File: config.mk
export PLATFORM = sky130hd
export DESIGN_NAME = carregador_instrucoes
export DESIGN_NICKNAME = d
export VERILOG_FILES = /design/src/rtl/carregador_instrucoes.sv
export SDC_FILE = /design/constraint.sdc
export NUM_CORES = 1
export LEC_CHECK = 0
export CAP_MARGIN = 15
export CORE_MARGIN = 4
export CORE_UTILIZATION = 40
export CTS_CLUSTER_DIAMETER = 200
export DETAILED_ROUTE_END_ITERATION = 6
export GPL_ROUTABILITY_DRIVEN = 0
export HOLD_SLACK_MARGIN = 0.08
export PLACE_DENSITY = 0.59
export SLEW_MARGIN = 15
export SYNTH_ARGS = -nofsm -noshare
export SYNTH_HDL_FRONTEND = slang
export SYNTH_SLANG_ARGS = --single-unit
export TNS_END_PERCENT = 5
File: constraint.sdc
create_clock -name clock -period 2.5 [get_ports clock]
set_clock_uncertainty 0.15 [all_clocks]
set_input_delay 0.5 -clock clock [delete_from_list [all_inputs] [get_ports clock]]
set_output_delay 0.5 -clock clock [all_outputs]
set_load 0.1 [all_outputs]
File: src/rtl/carregador_instrucoes.sv
// Boot loader for the nRisc instruction memory (bancoInstrucoes).
// Receives a framed byte stream (LEN, N payload bytes, CHK) on a valid/ready
// interface. Each payload byte becomes one instruction memory write one cycle
// after it is accepted. The processor is held in reset until a frame with a
// matching checksum has been completely loaded.
module carregador_instrucoes #(
  parameter int DATA_W   = 8,
  parameter int ADDR_W   = 8,
  parameter int PROG_MAX = 12
) (
  input  logic              clock,
  input  logic              reset,
  input  logic              iniciar,
  input  logic [DATA_W-1:0] in_dado,
  input  logic              in_valido,
  output logic              in_pronto,
  output logic [ADDR_W-1:0] end_escrita,
  output logic [DATA_W-1:0] dado_escrita,
  output logic              escreve_inst,
  output logic              proc_reset,
  output logic              ocupado,
  output logic              concluido,
  output logic              erro
);

  localparam logic [DATA_W-1:0] PROG_MAX_B = DATA_W'(PROG_MAX);

  typedef enum logic [2:0] {
    OCIOSO,
    TAMANHO,
    CARGA,
    CHECK,
    FIM,
    ERRO
  } estado_t;

  estado_t           estado_q, estado_d;
  logic [DATA_W-1:0] len_q, len_d;
  logic [ADDR_W-1:0] cnt_q, cnt_d;
  logic [DATA_W-1:0] sum_q, sum_d;
  logic              wr_q, wr_d;
  logic [ADDR_W-1:0] addr_q, addr_d;
  logic [DATA_W-1:0] dado_q, dado_d;
  logic              aceita;
  logic              ultimo;

  // State and datapath registers; reset wins over any transfer on the same edge,
  // so a write that would follow a byte accepted while reset is high never issues.
  always_ff @(posedge clock) begin
    if (reset) begin
      estado_q <= OCIOSO;
      len_q    <= '0;
      cnt_q    <= '0;
      sum_q    <= '0;
      wr_q     <= 1'b0;
      addr_q   <= '0;
      dado_q   <= '0;
    end else begin
      estado_q <= estado_d;
      len_q    <= len_d;
      cnt_q    <= cnt_d;
      sum_q    <= sum_d;
      wr_q     <= wr_d;
      addr_q   <= addr_d;
      dado_q   <= dado_d;
    end
  end

  // Next-state, datapath updates and state-decoded status outputs.
  always_comb begin
    estado_d   = estado_q;
    len_d      = len_q;
    cnt_d      = cnt_q;
    sum_d      = sum_q;
    wr_d       = 1'b0;
    addr_d     = addr_q;
    dado_d     = dado_q;
    concluido  = 1'b0;
    erro       = 1'b0;
    proc_reset = 1'b1;

    in_pronto = (estado_q == TAMANHO) || (estado_q == CARGA) || (estado_q == CHECK);
    ocupado   = in_pronto;
    aceita    = in_valido && in_pronto;
    // Counter holds the index of the byte being accepted; the N-th byte is index N-1.
    ultimo    = (cnt_q == ADDR_W'(len_q - DATA_W'(1)));

    case (estado_q)
      OCIOSO: begin
        if (iniciar) begin
          estado_d = TAMANHO;
          sum_d    = '0;
          cnt_d    = '0;
        end
      end

      TAMANHO: begin
        if (aceita) begin
          if ((in_dado == '0) || (in_dado > PROG_MAX_B)) begin
            estado_d = ERRO;
          end else begin
            len_d    = in_dado;
            estado_d = CARGA;
          end
        end
      end

      CARGA: begin
        if (aceita) begin
          sum_d  = sum_q + in_dado;
          wr_d   = 1'b1;
          addr_d = cnt_q;
          dado_d = in_dado;
          cnt_d  = cnt_q + ADDR_W'(1);
          if (ultimo) begin
            estado_d = CHECK;
          end
        end
      end

      CHECK: begin
        if (aceita) begin
          estado_d = (in_dado == sum_q) ? FIM : ERRO;
        end
      end

      FIM: begin
        concluido  = 1'b1;
        proc_reset = 1'b0;
        if (iniciar) begin
          estado_d = TAMANHO;
          sum_d    = '0;
          cnt_d    = '0;
        end
      end

      ERRO: begin
        erro = 1'b1;
        if (iniciar) begin
          estado_d = TAMANHO;
          sum_d    = '0;
          cnt_d    = '0;
        end
      end

      default: begin
        estado_d = OCIOSO;
      end
    endcase
  end

  assign escreve_inst = wr_q;
  assign end_escrita  = addr_q;
  assign dado_escrita = dado_q;

endmodule

; Yosys cells after proc, flatten, opt, wreduce, memory -nomap -nowiden
; Index checks and enable logic that the tools add are counted.
[op_classes]
n_addsub = 3
magnitude_cmp = 1
eq_ne = 12
n_mux = 17
n_bitwise = 2
n_reduce_logical = 13
[ops]
columns = op, n
row1 = $pmux W8 S2, 2
row2 = $mux W8, 3
row3 = $mux W3, 6
row4 = $eq A8 B8 Y1, 2
row5 = $pmux W3 S4, 1
row6 = $add A8 B1 Y8 const B, 1
row7 = $add A8 B8 Y8, 1
row8 = $gt A8 B4 Y1 const B, 1
row9 = $logic_not A8 Y1, 1
row10 = $ne A2 B2 Y1 const B, 4
row11 = $sub A8 B1 Y8 const B, 1
row12 = $eq A3 B2 Y1 const B, 2
row13 = $eq A3 B3 Y1 const B, 2
row14 = $reduce_and A3 Y1, 2
row15 = $mux W1, 5
row16 = $reduce_and A5 Y1, 1
row17 = $eq A3 B1 Y1 const B, 1
row18 = $logic_not A3 Y1, 1
row19 = $logic_or A1 B1 Y1, 3
row20 = $reduce_or A3 Y1, 1
row21 = $ne A2 B1 Y1 const B, 1
row22 = $not A1 Y1, 2
row23 = $reduce_and A2 Y1, 1
row24 = $reduce_bool A2 Y1, 1
row25 = 2 further kinds, 2
[totals]
regBits = 44
inputBits = 12
out_inout_bits = 22
wordCells = 55

; Logic depth before layout (Yosys ltp)
[depth]
ltp_word = 6
depth_mapped = 8
ltp_nobuf = 8

; Worst setup path before layout
; No wires, ideal clock.
[synth_timing]
path_type = reg2out
startpoint = register estado_q[1]
endpoint = output port ocupado
arrival_time_ns = 2.256
required_time_ns = 1.850
slack_ns = -0.406
stages_incl_launch_ff = 5
path_buffers = 2
cell_sequence = dfxtp_1 > buf_6 > nor2_1 > nor2_1 > buf_4
[synth_between]
elab_chain_cells = 3
word_cells_on_any_way = 5
classes_between = eq/ne (3) / reduce/logical (2)
[synth_lines]
columns = element, line_no
row1 = start: declaration, 37  ; estado_t estado_q, estado_d;
row2 = start signal: assignment, 59  ; estado_q <= estado_d;
row3 = $eq A3 B1 Y1 / $eq A3 B2 Y1 (equally long branches), 82  ; in_pronto = (estado_q == TAMANHO) || (estado_q == CARGA) || (estado_q == CHECK);
row4 = $logic_or A1 B1 Y1, 82
row5 = $logic_or A1 B1 Y1 (*), 82
row6 = end: declaration, 21  ; output logic ocupado,
; Every way passes the cells marked *; elsewhere a longest branch is shown, timed or not.

; Worst setup path in the final report
[layout_timing]
startpoint = input port in_dado[1]
endpoint = register sum_q[7]
[layout_between]
elab_chain_cells = 3
[layout_lines]
columns = element, line_no
row1 = start: declaration, 14  ; input logic [DATA_W-1:0] in_dado,
row2 = $add A8 B8 Y8, 110  ; sum_d = sum_q + in_dado;
row3 = $mux W8, 109  ; if (aceita) begin
row4 = $pmux W8 S2, 88  ; case (estado_q)
row5 = end signal: assignment, 62  ; sum_q <= sum_d;
row6 = end: declaration, 40  ; logic [DATA_W-1:0] sum_q, sum_d;
; Every way passes these cells. The select of a mux whose other input is x is not followed.
; A chain may end at the register's enable or synchronous reset.

==> metrics.md <==
| Metric | Value |
|---|---|
| Cts bufs inserted | `5` |
| Clock Tree Buf Depth | `2` |
| Detailed Route WL | `between 5000 and 6000 um` |
| Final Hold Viols | `0` |
| Die height | `83.9 um` |
| Asr flop ratio synth | `0%` |
| Synth Flop Type | `dfxtp_1` |
| Max transition margin | `between 50% and 60%` |
| Hold crit path type | `flop to flop` |
| Slowest-stage cell, CP | `clkdlybuf4s50_1` |
| Residual DRC | `0` |
| Initial core utilization | `about two fifths` |
| Average wire per standard cell | `approximately 14 um` |
| Largest net degree at the start of global routing | `31` |
| I/O Pins | `34` |
| Worst Path Max Fanout | `3` |
| Clk_lat worst skew | `0.29 ns` |
| Max incr delay on CP | `0.44 ns` |
| Post-layout min period | `2.39 ns` |
| IO Port Bufs | `33` |
| MaxCap Viol Count | `0` |
| Top cells by count, synth | `nand2_1 (50), dfxtp_1 (44), a21oi_1 (29), nor2_1 (23), xor2_1 (13)` |
| Rows | `27` |
| Pre-CTS setup slack | `-0.297 ns` |
| Total Nets Final | `between 300 and 400` |
| CTS sink count | `44` |
| Hold Path Depth | `2` |
| Routed via count | `roughly 2,100` |
| Top cells by area, synth | `dfxtp_1 (38%), nand2_1 (8.1%), a21oi_1 (6.3%), xor2_1 (4.9%), ha_1 (4.9%)` |
| Cell taking the most area after synthesis | `dfxtp_1` |
| Worst slew pin tran | `around 0.60 ns` |
| Final setup viols | `0` |
| Syn-to-layout area delta | `29.3%` |
| GRT Util Overall | `17.2%` |
| Data arrival, critical path | `2.43 ns` |
| Distinct cell type count after synthesis | `51` |
| Met3 GRT Util | `3.36%` |
| CP endpoint kind | `flop` |
| Mean post-synth cell area | `around 8.3 sq um` |
| Reg2Reg Depth | `7` |
| Share of layout cells above drive strength 1 | `about a fifth` |
| First-pass GRT wire length | `9850 um` |
| Number of flops mapped to enable cells by yosys | `0` |
| M1 GR Usage | `25.1%` |
| Diode count | `0` |
| Root Driver | `clkbuf_8` |
| Status | `finished clean` |
| Final WS setup | `0.109 ns` |
| Critical path required time | `between 2 and 3 ns` |
| Vias in the first global route | `around 2,000` |
| Antenna violations before repair | `0` |
| Power density over the cells | `521 mW/mm^2` |
| Fin cells | `~400` |
| Final Util | `a little over half` |
| Antenna viol nets, final | `0` |
| Post-synth net total | `300` |
| Max Freq | `~420 MHz` |
| Grt total ovfl | `0` |
| Die Area | `0.00705 sq mm` |
| Register area share after synthesis | `38.2%` |
| DP Cell Count | `around 400` |
| Global-route met2 utilization | `25.5%` |
| Worst VDD drop | `0.328 mV` |
| Core Area | `0.00554 sq mm` |
| Grt peak-use layer | `met2` |
| Postcts setup bufs | `0` |
| CTS tree | `yes` |
| Final HPWL DP | `between 4000 and 5000 um` |
| Via density | `5.07` |
| Final period util | `95.6%` |
| Die span in x | `83.9 um` |
| Worst-path cell chain | `clkdlybuf4s50_1, ha_1, a21oi_2, o21ai_0, a2111oi_1, nor3_1, a2111o_1, o311ai_0` |
| Cells after Synth | `278` |
| CTS clk-pin slew, worst paths | `~0.080 ns` |
| DRT iter0 DRCs | `117` |
| Fraction of post-synthesis cell area in the top cell type by area | `38.2%` |
| Design Power | `~1.6 mW` |
| Setup TNS | `0 ns` |
| #FFs+latches synth | `44` |
| H-tree depth | `2` |
| RSZ-0062 raised after global routing | `false` |
| Cell with the most instances after synthesis | `nand2_1` |
| Post-CTS Hold Fix Bufs | `0` |
| Synthesized area | `0.00231 sq mm` |
| Ys Warns | `0` |
| Initial DRT Pass Iterations | `4` |
| Crit path launch type | `input port` |
| Kind of critical path | `input port to flop` |
| P_leak | `approximately 1.2 nW` |
| Slew Viols, Final | `0` |
[cell families (layout without fill, tap and decap cells)]
family / Yosys count / count (layout) / share of synthesized area (%)
simple gates: 123 / 123 / 27.0
mux: 7 / 7 / 3.09
compound gates: 51 / 51 / 13.6
fa+ha+maj: 10 / 10 / 5.75
buf+inv: 24 / 78 / 5.26
xor+xnor: 19 / 19 / 7.21
flops: 44 / 44 / 38.2
[report_power, final]
group          total (mW)  switching [mW]  leakage (nW)  internal (mW)
clock network       0.534           0.238        0.0552          0.297
logic               0.298           0.180         0.836          0.118
registers           0.722          0.0154         0.355          0.706
[worst max-delay path, delay by kind of cell]
family	cells	cell delay, ns
adder cells (fa/ha/maj)	1	0.33
buffers and inverters	1	0.44
AND/OR/NAND/NOR	1	0.10
AO/OA/AOI/OAI	5	1.06
[layer usage]
metal / vias to the layer above / share of wire, % / wire length, um
met5: - / 0 / 0
met4: 0 / 1.4 / 77
met3: 7 / 3.0 / 172
met2: 32 / 44 / 2480
met1: 942 / 52 / 2910
li1: 1069 / - / -
[per-stage QoR]
step | cell area [sq um] | hold WS [ns]
floorplan | 2310 | 0.287
global placement | 2870 | 0.297
detailed placement | 2870 | 0.299
CTS | 2980 | 0.310
global route | 2980 | 0.335
finish | 2980 | 0.305
[registers in the layout (all words and copies together), names as in the netlist]
register / count
cnt_q: 8
dado_escrita: 8
end_escrita: 8
escreve_inst: 1
estado_q: 3
len_q: 8
sum_q: 8
[path summary, 6_finish.rpt]
path,from,to,slack (ns)
setup reg to reg,len_q[0],estado_q[0],0.39
hold / removal,end_escrita[0],end_escrita[0],0.31
hold reg to reg,end_escrita[0],end_escrita[0],0.31
setup / recovery,in_dado[1],sum_q[7],0.11
[final cells by class]
type | instances | area [sq um]
flip-flops and latches | 44 | 881
well taps | 72 | 90.1
clock inverters | 2 | 35.0
multi-input cells | 210 | 1320
clock buffers | 6 | 72.6
repair buffers | 63 | 563
inverters | 7 | 26.3
fillers | 575 | 2560
[layout by cell type (no fill, tap or decap), drive strengths merged, types with 4 or more instances in the layout]
master         instances
buf                   52
nand2                 51
dfxtp                 44
a21oi                 29
nor2                  23
xor2                  13
clkdlybuf4s50         11
ha                     9
nand3                  8
inv                    7
o21ai                  7
xnor2                  6
mux2i                  6
nand4                  6
nor4                   6
clkbuf                 6
nor3                   5
and2                   4
[what timing repair did]
| action | in CTS | in global routing |
|---|---|---|
| resized for setup | 1 | 2 |
| hold endpoints to repair | 0 | 0 |
| endpoints found under the setup margin | 1 | 2 |
| pin swaps | 0 | 3 |
Power figures use the tool's default switching activity.
